## src/rtl/shared_pipe_arbiter.sv

```systemverilog
// Round-robin, credit-gated arbiter feeding one shared non-stallable pipeline;
// a tag shadow register steers each pipeline result back to its requester.
module shared_pipe_arbiter #(
   parameter int NUM_CH     = 4,
   parameter int DATA_WIDTH = 16,
   parameter int PIPE_DEPTH = 4,
   parameter int CREDIT_MAX = 2
) (
   input  logic                         clock,
   input  logic                         reset,
   input  logic [NUM_CH-1:0]            req_valid,
   input  logic [NUM_CH*DATA_WIDTH-1:0] req_data,
   output logic [NUM_CH-1:0]            req_ready,
   input  logic [NUM_CH-1:0]            credit_return,
   output logic [DATA_WIDTH-1:0]        pipe_in_data,
   output logic                         pipe_in_valid,
   input  logic [DATA_WIDTH-1:0]        pipe_out_data,
   input  logic                         pipe_out_valid,
   output logic [DATA_WIDTH-1:0]        rsp_data,
   output logic [NUM_CH-1:0]            rsp_valid,
   output logic                         err
);
   // Handshake: a request on channel i is accepted on a rising clock edge when
   // req_valid[i] and req_ready[i] are both high; req_ready is one-hot or zero.
   localparam int CW  = (NUM_CH > 1) ? $clog2(NUM_CH) : 1;
   localparam int CRW = 4;
   localparam int FW  = $clog2(PIPE_DEPTH + 2);

   logic [CW-1:0]         rr_ptr;
   logic [CRW-1:0]        credit [NUM_CH];
   logic [PIPE_DEPTH:0]   tag_v;
   logic [CW-1:0]         tag_ch [PIPE_DEPTH+1];
   logic [FW-1:0]         flush_cnt;

   logic [NUM_CH-1:0]     eligible;
   logic [CW-1:0]         scan_idx;
   logic [CW-1:0]         grant_idx;
   logic                  grant_any;
   logic [DATA_WIDTH-1:0] grant_data;
   logic                  credit_err;
   logic                  out_err;
   logic [NUM_CH-1:0]     rsp_onehot;

   always_comb begin
      eligible = '0;
      for (int i = 0; i < NUM_CH; i++) begin
         eligible[i] = req_valid[i] && (credit[i] != '0);
      end
   end

   // Scan starts one past the last winner, wrapping at NUM_CH-1.
   always_comb begin
      scan_idx  = rr_ptr;
      grant_idx = '0;
      grant_any = 1'b0;
      for (int k = 0; k < NUM_CH; k++) begin
         scan_idx = (scan_idx == CW'(NUM_CH - 1)) ? '0 : scan_idx + CW'(1);
         if (!grant_any && eligible[scan_idx]) begin
            grant_any = 1'b1;
            grant_idx = scan_idx;
         end
      end
      req_ready = '0;
      if (grant_any && reset) begin
         req_ready[grant_idx] = 1'b1;
      end
   end

   always_comb begin
      grant_data = '0;
      credit_err = 1'b0;
      rsp_onehot = '0;
      for (int i = 0; i < NUM_CH; i++) begin
         if (req_ready[i]) begin
            grant_data = req_data[i*DATA_WIDTH +: DATA_WIDTH];
         end
         if (credit_return[i] && !req_ready[i] && (credit[i] == CRW'(CREDIT_MAX))) begin
            credit_err = 1'b1;
         end
         rsp_onehot[i] = (tag_ch[PIPE_DEPTH] == CW'(i));
      end
      // Stale datapath valids are tolerated only while the post-reset flush runs.
      out_err = (flush_cnt == '0) && (pipe_out_valid != tag_v[PIPE_DEPTH]);
   end

   always_ff @(posedge clock or negedge reset) begin
      if (!reset) begin
         rr_ptr        <= CW'(NUM_CH - 1);
         tag_v         <= '0;
         flush_cnt     <= FW'(PIPE_DEPTH + 1);
         pipe_in_data  <= '0;
         pipe_in_valid <= 1'b0;
         rsp_data      <= '0;
         rsp_valid     <= '0;
         err           <= 1'b0;
         for (int i = 0; i < NUM_CH; i++) begin
            credit[i] <= CRW'(CREDIT_MAX);
         end
         for (int k = 0; k <= PIPE_DEPTH; k++) begin
            tag_ch[k] <= '0;
         end
      end else begin
         pipe_in_valid <= grant_any;
         if (grant_any) begin
            pipe_in_data <= grant_data;
            rr_ptr       <= grant_idx;
         end
         tag_v     <= {tag_v[PIPE_DEPTH-1:0], grant_any};
         tag_ch[0] <= grant_idx;
         for (int k = 1; k <= PIPE_DEPTH; k++) begin
            tag_ch[k] <= tag_ch[k-1];
         end
         for (int i = 0; i < NUM_CH; i++) begin
            if (req_ready[i] && !credit_return[i]) begin
               credit[i] <= credit[i] - CRW'(1);
            end else if (!req_ready[i] && credit_return[i] &&
                         (credit[i] != CRW'(CREDIT_MAX))) begin
               credit[i] <= credit[i] + CRW'(1);
            end
         end
         if (flush_cnt != '0) begin
            flush_cnt <= flush_cnt - FW'(1);
         end
         if (pipe_out_valid && tag_v[PIPE_DEPTH]) begin
            rsp_data  <= pipe_out_data;
            rsp_valid <= rsp_onehot;
         end else begin
            rsp_valid <= '0;
         end
         if (credit_err || out_err) begin
            err <= 1'b1;
         end
      end
   end

endmodule

```

## config.mk

```make
export PLATFORM = sky130hd
export DESIGN_NAME = shared_pipe_arbiter
export DESIGN_NICKNAME = d
export VERILOG_FILES = /design/src/rtl/shared_pipe_arbiter.sv
export SDC_FILE = /design/constraint.sdc
export NUM_CORES = 1
export LEC_CHECK = 0
export ABC_AREA = 1
export BUFFER_PORTS_ARGS = -buffer_cell sky130_fd_sc_hd__clkbuf_2
export CAP_MARGIN = 15
export CORE_ASPECT_RATIO = 1.4
export CORE_MARGIN = 10
export CORE_UTILIZATION = 40
export DETAILED_ROUTE_END_ITERATION = 7
export PLACE_DENSITY_LB_ADDON = 0.25
export SLEW_MARGIN = 10
export SYNTH_ARGS = -nofsm -noshare
export SYNTH_HDL_FRONTEND = slang
export SYNTH_SLANG_ARGS = --single-unit
export TNS_END_PERCENT = 10
```

## constraint.sdc

```tcl
create_clock -name clock -period 4.6 [get_ports clock]
set_clock_uncertainty 0.15 [all_clocks]
set_input_delay 0.46 -clock clock [delete_from_list [all_inputs] [get_ports clock]]
set_output_delay 0.46 -clock clock [all_outputs]
set_load 0.1 [all_outputs]
```

==> impl_metrics.tcl, run 1 <==
set metrics [dict create \
    grt_pass1_vias 3608 \
    setup_tns_ns 0 \
    rsz0062_at_grt "false" \
    worst_ep_required_time_ns 3.99 \
    worstSetupEndpointType "output pin" \
    via_per_inst 5.014 \
    placed_area_um2 4659 \
    pin_count 133 \
    cts_tree "done" \
    drv_slew 0 \
    clkTransAtPathRegs_ns 0.06 \
    worstHoldPathType "in -> reg" \
    dr.pass1.iters 4 \
    met2_usage 0.2607 \
    rows 42 \
    layout_min_cycle_time_ns 4.251 \
    routedWlPerCell_um 14.77 \
    drtIter0Drc 136 \
    route.detailed.drc 0 \
    max_freq_mhz 235.2 \
    grt_usage 0.1497 \
    syn_to_final_growth_pct 28.21 \
    clock_path_buffers 2 \
    ys.flop_type "dfrtp_1" \
    met3_usage 0.03303 \
    ys_seq_area_frac 0.4760 \
    gp_congestion 0.8696 \
    cp.arrival_ns 3.64 \
    synth_area_um2 3859 \
    relSlewSlack 0.3951 \
    avgSynthCellArea_um2 8.280 \
    worst-setup-path-type "reg -> out" \
    timing.final.crit_share 0.9241 \
    ctsHoldBuffers 0 \
    cts_root_buffer "clkbuf_16" \
    core_area_um2 9459 \
    yosys_warnings 0 \
    synth_edf_count 0 \
    die_w_um 103.0 \
    drv_cap 0 \
    synthArstFlopShare 1.000 \
    cts_buffers 9 \
    ys_ff_latch 73 \
    grt_overflow_total 0 \
    n_antenna_cell 0 \
    crit_fanout 19 \
    status "completed" \
    final_common_cell "nand2_1" \
    fill_cells 927 \
    clk_latency_ns 0.34 \
    grt_pass1_wl_mm 16.83 \
    dp_hpwl_mm 8.456 \
    busiest_layer "met2" \
    stdcell_area_um2 4947 \
    antenna_found_initial 0 \
    syn-num-nets 567 \
    use_met1 0.1666 \
    die-area_um2 14030 \
    finalHoldViolations 0 \
    grt_max_degree 75 \
    cts_resized 0 \
    synthDistinctLibCells 37 \
    cts_max_level 3 \
    final_nets 701 \
    synthCells 466 \
    setup_viol 0 \
    num_vias 3585 \
    die_y_um 136.2 \
    drt-total-wl_mm 10.56 \
    drive_gt1_frac 0.3091 \
    final_cell_mix "nand2_1 (136), clkbuf_2 (128), nand3_1 (70)" \
    cts_setup_buffers 0 \
    final_antenna_net_count 0 \
    tightestPinTransition_ns 0.9073 \
    initial_utilization 0.4079 \
    clkSinkCount 73 \
    cp-start-kind "flip-flop" \
    io_buffers 132 \
]
[layer usage]
metal	part of all wire	vias up
met4	0.027	0
met3	0.059	20
met5	0	-
li1	-	1799
met2	0.53	97
met1	0.38	1669
[Yosys cell counts (2+ instances only)]
| cell | n | area (um^2) |
|---|---|---|
| a21oi_1 | 21 | 105.1 |
| a22o_1 | 16 | 140.1 |
| buf_2 | 6 | 30.03 |
| buf_4 | 2 | 15.01 |
| clkbuf_1 | 5 | 18.77 |
| dfrtp_1 | 65 | 1627 |
| dfstp_2 | 8 | 210.2 |
| ha_1 | 9 | 112.6 |
| inv_1 | 40 | 150.1 |
| inv_2 | 3 | 11.26 |
| nand2_1 | 136 | 510.5 |
| nand2_2 | 6 | 37.54 |
| nand3_1 | 70 | 350.3 |
| nand3_2 | 5 | 50.05 |
| nand3b_1 | 2 | 15.01 |
| nand4_1 | 2 | 12.51 |
| nor2_1 | 23 | 86.33 |
| nor2_2 | 3 | 18.77 |
| nor2_4 | 3 | 33.78 |
| nor3_1 | 6 | 30.03 |
| o211ai_1 | 2 | 15.01 |
| o21ai_0 | 6 | 30.03 |
| o21ai_1 | 2 | 10.01 |
| xnor2_1 | 4 | 35.03 |
| xor2_1 | 9 | 78.83 |
[worst paths after layout]
path	from	end	slack [ns]	cells after the start
worst max-delay path	rr_ptr[0]$_DFFE_PN1N_	req_ready[1]	0.35	13
worst min-delay path	pipe_out_data[5]	rsp_data[5]$_DFFE_PN0P_	0.18	3
worst max register to register	rr_ptr[0]$_DFFE_PN1N_	credit[15]$_DFFE_PN0P_	0.42	20
worst min register to register	tag_v[1]$_DFF_PN0_	tag_v[2]$_DFF_PN0_	0.20	0
max in group asynchronous	reset	pipe_in_data[6]$_DFFE_PN0N_	3.47	2
min in group asynchronous	reset	credit[7]$_DFFE_PN0P_	0.23	2
[per-stage QoR]
step	setup slack, ns	hold WS [ns]	instances	util
2_1_floorplan	1.037	0.01441	466	-
3_3_place_gp	0.5748	0.1815	699	0.4926
3_5_place_dp	0.4028	0.1847	699	0.4926
4_1_cts	0.2385	0.1770	715	0.5228
5_1_grt	0.06532	0.1905	715	0.5230
6_report	0.3490	0.1832	715	0.5230
[critical path, cell delays in order, from the launching register on]
cell	delay (ns)
dfstp_2	0.57
ha_1	0.31
inv_1	0.16
nand2_1	0.07
nand2_1	0.11
nand3_1	0.11
nand2_2	0.09
nand2_2	0.07
nor2_2	0.38
nand3_1	0.24
nand2_1	0.21
nand2_2	0.11
nor2_4	0.42
clkbuf_4	0.44
[sequential cells by signal, indices dropped and copies added (netlist names)]
signal and count:
credit 16, err 1, flush_cnt 3, pipe_in_data 16, rr_ptr 2, rsp_data 16, rsp_valid 4, tag_ch 10
tag_v 5
[kinds of logic (layout without fill, tap and decap cells)]
kind of cell | Yosys count | in the layout | share of synthesized area
compound gates | 54 | 54 | 0.09436
xor+xnor | 13 | 13 | 0.02951
fa+ha+maj | 10 | 10 | 0.03437
buf+inv | 57 | 196 | 0.05934
flops | 73 | 73 | 0.4760
mux | 1 | 1 | 0.005836
simple gates | 258 | 258 | 0.3006
[area by class of cell]
| type | count | area, um^2 | area share |
|---|---|---|---|
| clock buffers | 9 | 225.2 | 0.04552 |
| clock inverters | 7 | 60.06 | 0.01214 |
| inverters | 43 | 161.4 | 0.03263 |
| multi-input cells | 336 | 1793 | 0.3624 |
| flip-flops and latches | 73 | 1837 | 0.3713 |
| well taps | 110 | 137.6 | 0.02782 |
| repair buffers | 137 | 733.2 | 0.1482 |
Power of run 1 is not shown: default switching activity piles up to over one toggle a cycle in this logic, so the estimate is an artifact.
==> run 2, diff against run 1 <==
--- a/config.mk
+++ b/config.mk
@@ -11,6 +11,7 @@
 export CORE_ASPECT_RATIO = 1.4
 export CORE_MARGIN = 10
 export CORE_UTILIZATION = 40
+export CTS_BUF_LIST = sky130_fd_sc_hd__clkbuf_2 sky130_fd_sc_hd__clkbuf_4 sky130_fd_sc_hd__clkbuf_8
 export DETAILED_ROUTE_END_ITERATION = 7
 export PLACE_DENSITY_LB_ADDON = 0.25
 export SLEW_MARGIN = 10
==> run 2 against run 1 <==
Compared with the run above: global-route usage decreased by 0.15 points; non-clock buffer count unchanged; sequential cell count unchanged; fmax about the same; die area unchanged; via count decreased by 0.84%; critical path depth unchanged.
==> impl_metrics.tcl, run 2 (synthesis results as in run 1) <==
set metrics [dict create \
    dr.pass1.iters 4 \
    cts_buffers 9 \
    stdcell_count 715 \
    core_area_um2 9459 \
    dp_hpwl_mm 8.456 \
    cts_resized 0 \
    status "completed" \
    crit_fanout 19 \
    via_per_inst 4.972 \
    grt_max_degree 75 \
    routedWlPerCell_um 14.81 \
    die_y_um 136.2 \
    setup_tns_ns 0 \
    clkSinkCount 73 \
    gp_congestion 0.8696 \
    max_freq_mhz 235.5 \
    worstHoldStart "pipe_out_data[5]" \
    min_path_cells 3 \
    worst_ep_required_time_ns 3.99 \
    cts_max_level 3 \
    cts_setup_buffers 0 \
    drt-total-wl_mm 10.59 \
    timing.final.crit_share 0.9233 \
    r2r_cells 20 \
    reg2reg_slack_ns 0.42 \
    n_antenna_cell 0 \
    ctsHoldBuffers 0 \
    setup_viol 0 \
    dp.cells 699 \
    rsz0062_at_grt "false" \
    clock_path_buffers 2 \
    multi_input_area_um2 1793 \
    cts_root_buffer "clkbuf_8" \
    grt_overflow_total 0 \
    drive_gt1_frac 0.3091 \
    r2r-start "rr_ptr[0]$_DFFE_PN1N_" \
    final_common_cell "nand2_1" \
    grt_pass1_wl_mm 16.68 \
    cts_tree "done" \
    antenna_found_initial 0 \
    die-area_um2 14030 \
    drtIter0Drc 149 \
    hold_path_end "rsp_data[5]$_DFFE_PN0P_" \
    final_nets 701 \
    io_buffers 132 \
    final_antenna_net_count 0 \
    worstSetupEndpointType "output pin" \
    drv_cap 0 \
    relSlewSlack 0.3918 \
    reg_top3 "credit: 16 flops, pipe_in_data: 16 flops, rsp_data: 16 flops" \
    final-seq-area_um2 1837 \
    num_vias 3555 \
    die_w_um 103.0 \
    grt_pass1_vias 3548 \
    worst-setup-path-type "reg -> out" \
    syn_to_final_growth_pct 25.58 \
    initial_utilization 0.4079 \
    grt_usage 0.1482 \
    final_cell_mix "nand2_1 (136), clkbuf_2 (128), nand3_1 (70)" \
    clkTransAtPathRegs_ns 0.09 \
    route.detailed.drc 0 \
    r2r-end "credit[15]$_DFFE_PN0P_" \
    clk_latency_ns 0.36 \
    pin_count 133 \
    drv_slew 0 \
    worstHoldPathType "in -> reg" \
    cp-start-kind "flip-flop" \
    rows 42 \
    tightestPinTransition_ns 0.9123 \
    finalHoldViolations 0 \
    layout_min_cycle_time_ns 4.247 \
    fill_cells 948 \
    cp.arrival_ns 3.64 \
]
[run 2: cell count changes in the layout (fill, tap and decap cells not counted)]
cell and change:
clkbuf_16 -9, clkbuf_8 +9
[run 2: routing by layer]
layer / up-vias / track usage / wire length, um
li1: 1795 / - / -
met1: 1660 / 0.1663 / 4121
met2: 86 / 0.2586 / 5609
met3: 14 / 0.04319 / 626
met4: 0 / 0.05116 / 228
met5: - / 0 / 0
[run 2: area by class of cell]
class	count	share of cell area
well taps	110	0.02840
clock inverters	7	0.01239
inverters	43	0.03331
multi-input cells	336	0.3700
clock buffers	9	0.02556
repair buffers	137	0.1513
flip-flops and latches	73	0.3790
[run 2: worst max-delay path: stages (launching register included)]
cell and delay, ns:
dfstp_2 0.58, ha_1 0.31, inv_1 0.15, nand2_1 0.07, nand2_1 0.11, nand3_1 0.11
nand2_2 0.09, nand2_2 0.07, nor2_2 0.38, nand3_1 0.24, nand2_1 0.20, nand2_2 0.10
nor2_4 0.41, clkbuf_4 0.44
[run 2: worst max path at each step]
stage / slack [ns] / start / depth (start not counted) / to
floorplan: 1.04 / rr_ptr[0]$_DFFE_PN1N_ / 20 / credit[15]$_DFFE_PN0P_
global placement: 0.57 / rr_ptr[0]$_DFFE_PN1N_ / 20 / credit[15]$_DFFE_PN0P_
detailed placement: 0.40 / rr_ptr[0]$_DFFE_PN1N_ / 20 / credit[15]$_DFFE_PN0P_
CTS: 0.23 / rr_ptr[0]$_DFFE_PN1N_ / 13 / req_ready[1]
global route: 0.04 / rr_ptr[0]$_DFFE_PN1N_ / 13 / req_ready[1]
finish: 0.35 / rr_ptr[0]$_DFFE_PN1N_ / 13 / req_ready[1]
[run 2: through the flow]
step	setup slack (ns)	hold slack [ns]	area, um^2	utilization
2_1_floorplan	1.037	0.01441	3859	-
3_3_place_gp	0.5748	0.1815	4659	0.4926
3_5_place_dp	0.4028	0.1847	4659	0.4926
4_1_cts	0.2266	0.1505	4843	0.5120
5_1_grt	0.03969	0.1515	4846	0.5123
6_report	0.3529	0.1565	4846	0.5123
Power of run 2 is left out for the same reason.
==> run 3, diff against run 2 <==
==> constraint.sdc (replaced) <==
create_clock -name clock -period 5.49 [get_ports clock]
set_clock_uncertainty 0.15 [all_clocks]
set_input_delay 0.549 -clock clock [delete_from_list [all_inputs] [get_ports clock]]
set_output_delay 0.549 -clock clock [all_outputs]
set_load 0.1 [all_outputs]
==> run 3 against run 2 <==
Compared with the run above: sequential share of layout area up 0.19 points; global-route usage about the same; first-iteration DRC count up 30%; via count up 0.53%; core utilization down 0.25 points; worst hold slack better by 0.048 ns; design area down 0.49%; final cell count down 0.14%; die area unchanged.
==> impl_metrics.tcl, run 3 (synthesis results as in run 1) <==
set metrics [dict create \
    critPathBufInv 4 \
    ctsHoldBuffers 0 \
    io_buffers 132 \
    grt_max_degree 75 \
    cp.arrival_ns 3.72 \
    worstHoldPathType "reg -> reg" \
    drtIter0Drc 194 \
    cts_setup_buffers 0 \
    worst-setup-path-type "reg -> out" \
    initial_utilization 0.4079 \
    final_common_cell "nand2_1" \
    grt_pass1_vias 3515 \
    cts_resized 0 \
    min_path_cells 0 \
    cts_root_buffer "clkbuf_8" \
    num_vias 3574 \
    cts_buffers 9 \
    drt-total-wl_mm 10.62 \
    drv_slew 0 \
    drv_cap 0 \
    final_cell_mix "nand2_1 (136), clkbuf_2 (131), nand3_1 (70)" \
    setup_viol 0 \
    finalHoldViolations 0 \
    busiest_layer "met2" \
    grt_usage 0.1482 \
    routedWlPerCell_um 14.88 \
    met2_usage 0.2607 \
    worst_ep_required_time_ns 4.79 \
    cts_max_level 3 \
    path_delay_family "simple AND/OR/NAND/NOR gates" \
    cpPeakStageDelay_ns 0.58 \
    die_w_um 103.0 \
    tightestPinTransition_ns 0.9127 \
    route.detailed.drc 0 \
    final_nets 700 \
    relSlewSlack 0.3915 \
    gp_congestion 0.8926 \
    crit_fanout 22 \
    antenna_found_initial 0 \
    drive_gt1_frac 0.3079 \
    worstSetupEndpointType "output pin" \
    slowest_stage "dfstp_2" \
    pin_count 133 \
    final_antenna_net_count 0 \
    fill_cells 918 \
    reg2reg_slack_ns 1.07 \
    clkTransAtPathRegs_ns 0.08 \
    crit_start "rr_ptr[0]$_DFFE_PN1N_" \
    rsz0062_at_grt "false" \
    layout_min_cycle_time_ns 4.422 \
    reg_top3 "credit: 16 flops, pipe_in_data: 16 flops, rsp_data: 16 flops" \
    rows 42 \
    via_per_inst 5.006 \
    clock_path_buffers 2 \
    grt_pass1_wl_mm 16.57 \
    max_freq_mhz 226.1 \
    cts_tree "done" \
    setup_tns_ns 0 \
    r2r-start "rr_ptr[0]$_DFFE_PN1N_" \
    clk_latency_ns 0.35 \
    timing.final.crit_share 0.8055 \
    hold_path_end "tag_ch[0]$_DFF_PN0_" \
    die_y_um 136.2 \
    core_area_um2 9459 \
    worstHoldStart "tag_ch[2]$_DFF_PN0_" \
    cp-start-kind "flip-flop" \
    syn_to_final_growth_pct 24.97 \
    clkSinkCount 73 \
    n_antenna_cell 0 \
    r2r_cells 19 \
    cp_cell_sequence "ha_1 -> inv_1 -> nand2_1 -> nand2_1 -> nand3_1 -> nand2_2 -> nand2_2 -> nor2_2 -> buf_4 -> nand3_1 -> nand2_1 -> nand2_2 -> nor2_2 -> buf_4 -> clkbuf_2" \
    dp_hpwl_mm 8.344 \
    grt_overflow_total 0 \
    r2r-end "credit[15]$_DFFE_PN0P_" \
    die-area_um2 14030 \
    dr.pass1.iters 4 \
    met3_usage 0.03862 \
    use_met1 0.1661 \
    status "completed" \
]
==> run 3: through the flow <==
stage	util	instances	cell area (um^2)	setup WS (ns)	hold WS, ns
floorplan	-	466	3859	1.927	0.1034
global placement	0.4886	698	4622	1.326	0.1843
detailed placement	0.4886	698	4622	1.104	0.1865
CTS	0.5098	714	4822	1.046	0.2049
global route	0.5098	714	4822	0.7617	0.2114
finish	0.5098	714	4822	1.068	0.2042
==> run 3: final cells by class <==
class	instances	area [um^2]	area share
clock buffers	10	131.4	0.02724
repair buffers	136	693.2	0.1437
multi-input cells	336	1793	0.3718
well taps	110	137.6	0.02854
inverters	43	161.4	0.03347
clock inverters	6	68.82	0.01427
flip-flops and latches	73	1837	0.3809
==> run 3: per-layer routing <==
layer	wire (um)	vias up
met3	514	10
met5	0	-
li1	-	1800
met1	4172	1675
met2	5783	89
met4	152	0
==> run 3: worst max-delay path by stage <==
stage,endpoint,depth (start not counted)
after floorplan,credit[15]$_DFFE_PN0P_,20
after global placement,credit[15]$_DFFE_PN0P_,19
after detailed placement,credit[15]$_DFFE_PN0P_,20
after CTS,req_ready[2],15
after global routing,credit[15]$_DFFE_PN0P_,19
final,req_ready[3],15
Power of run 3 is left out for the same reason.
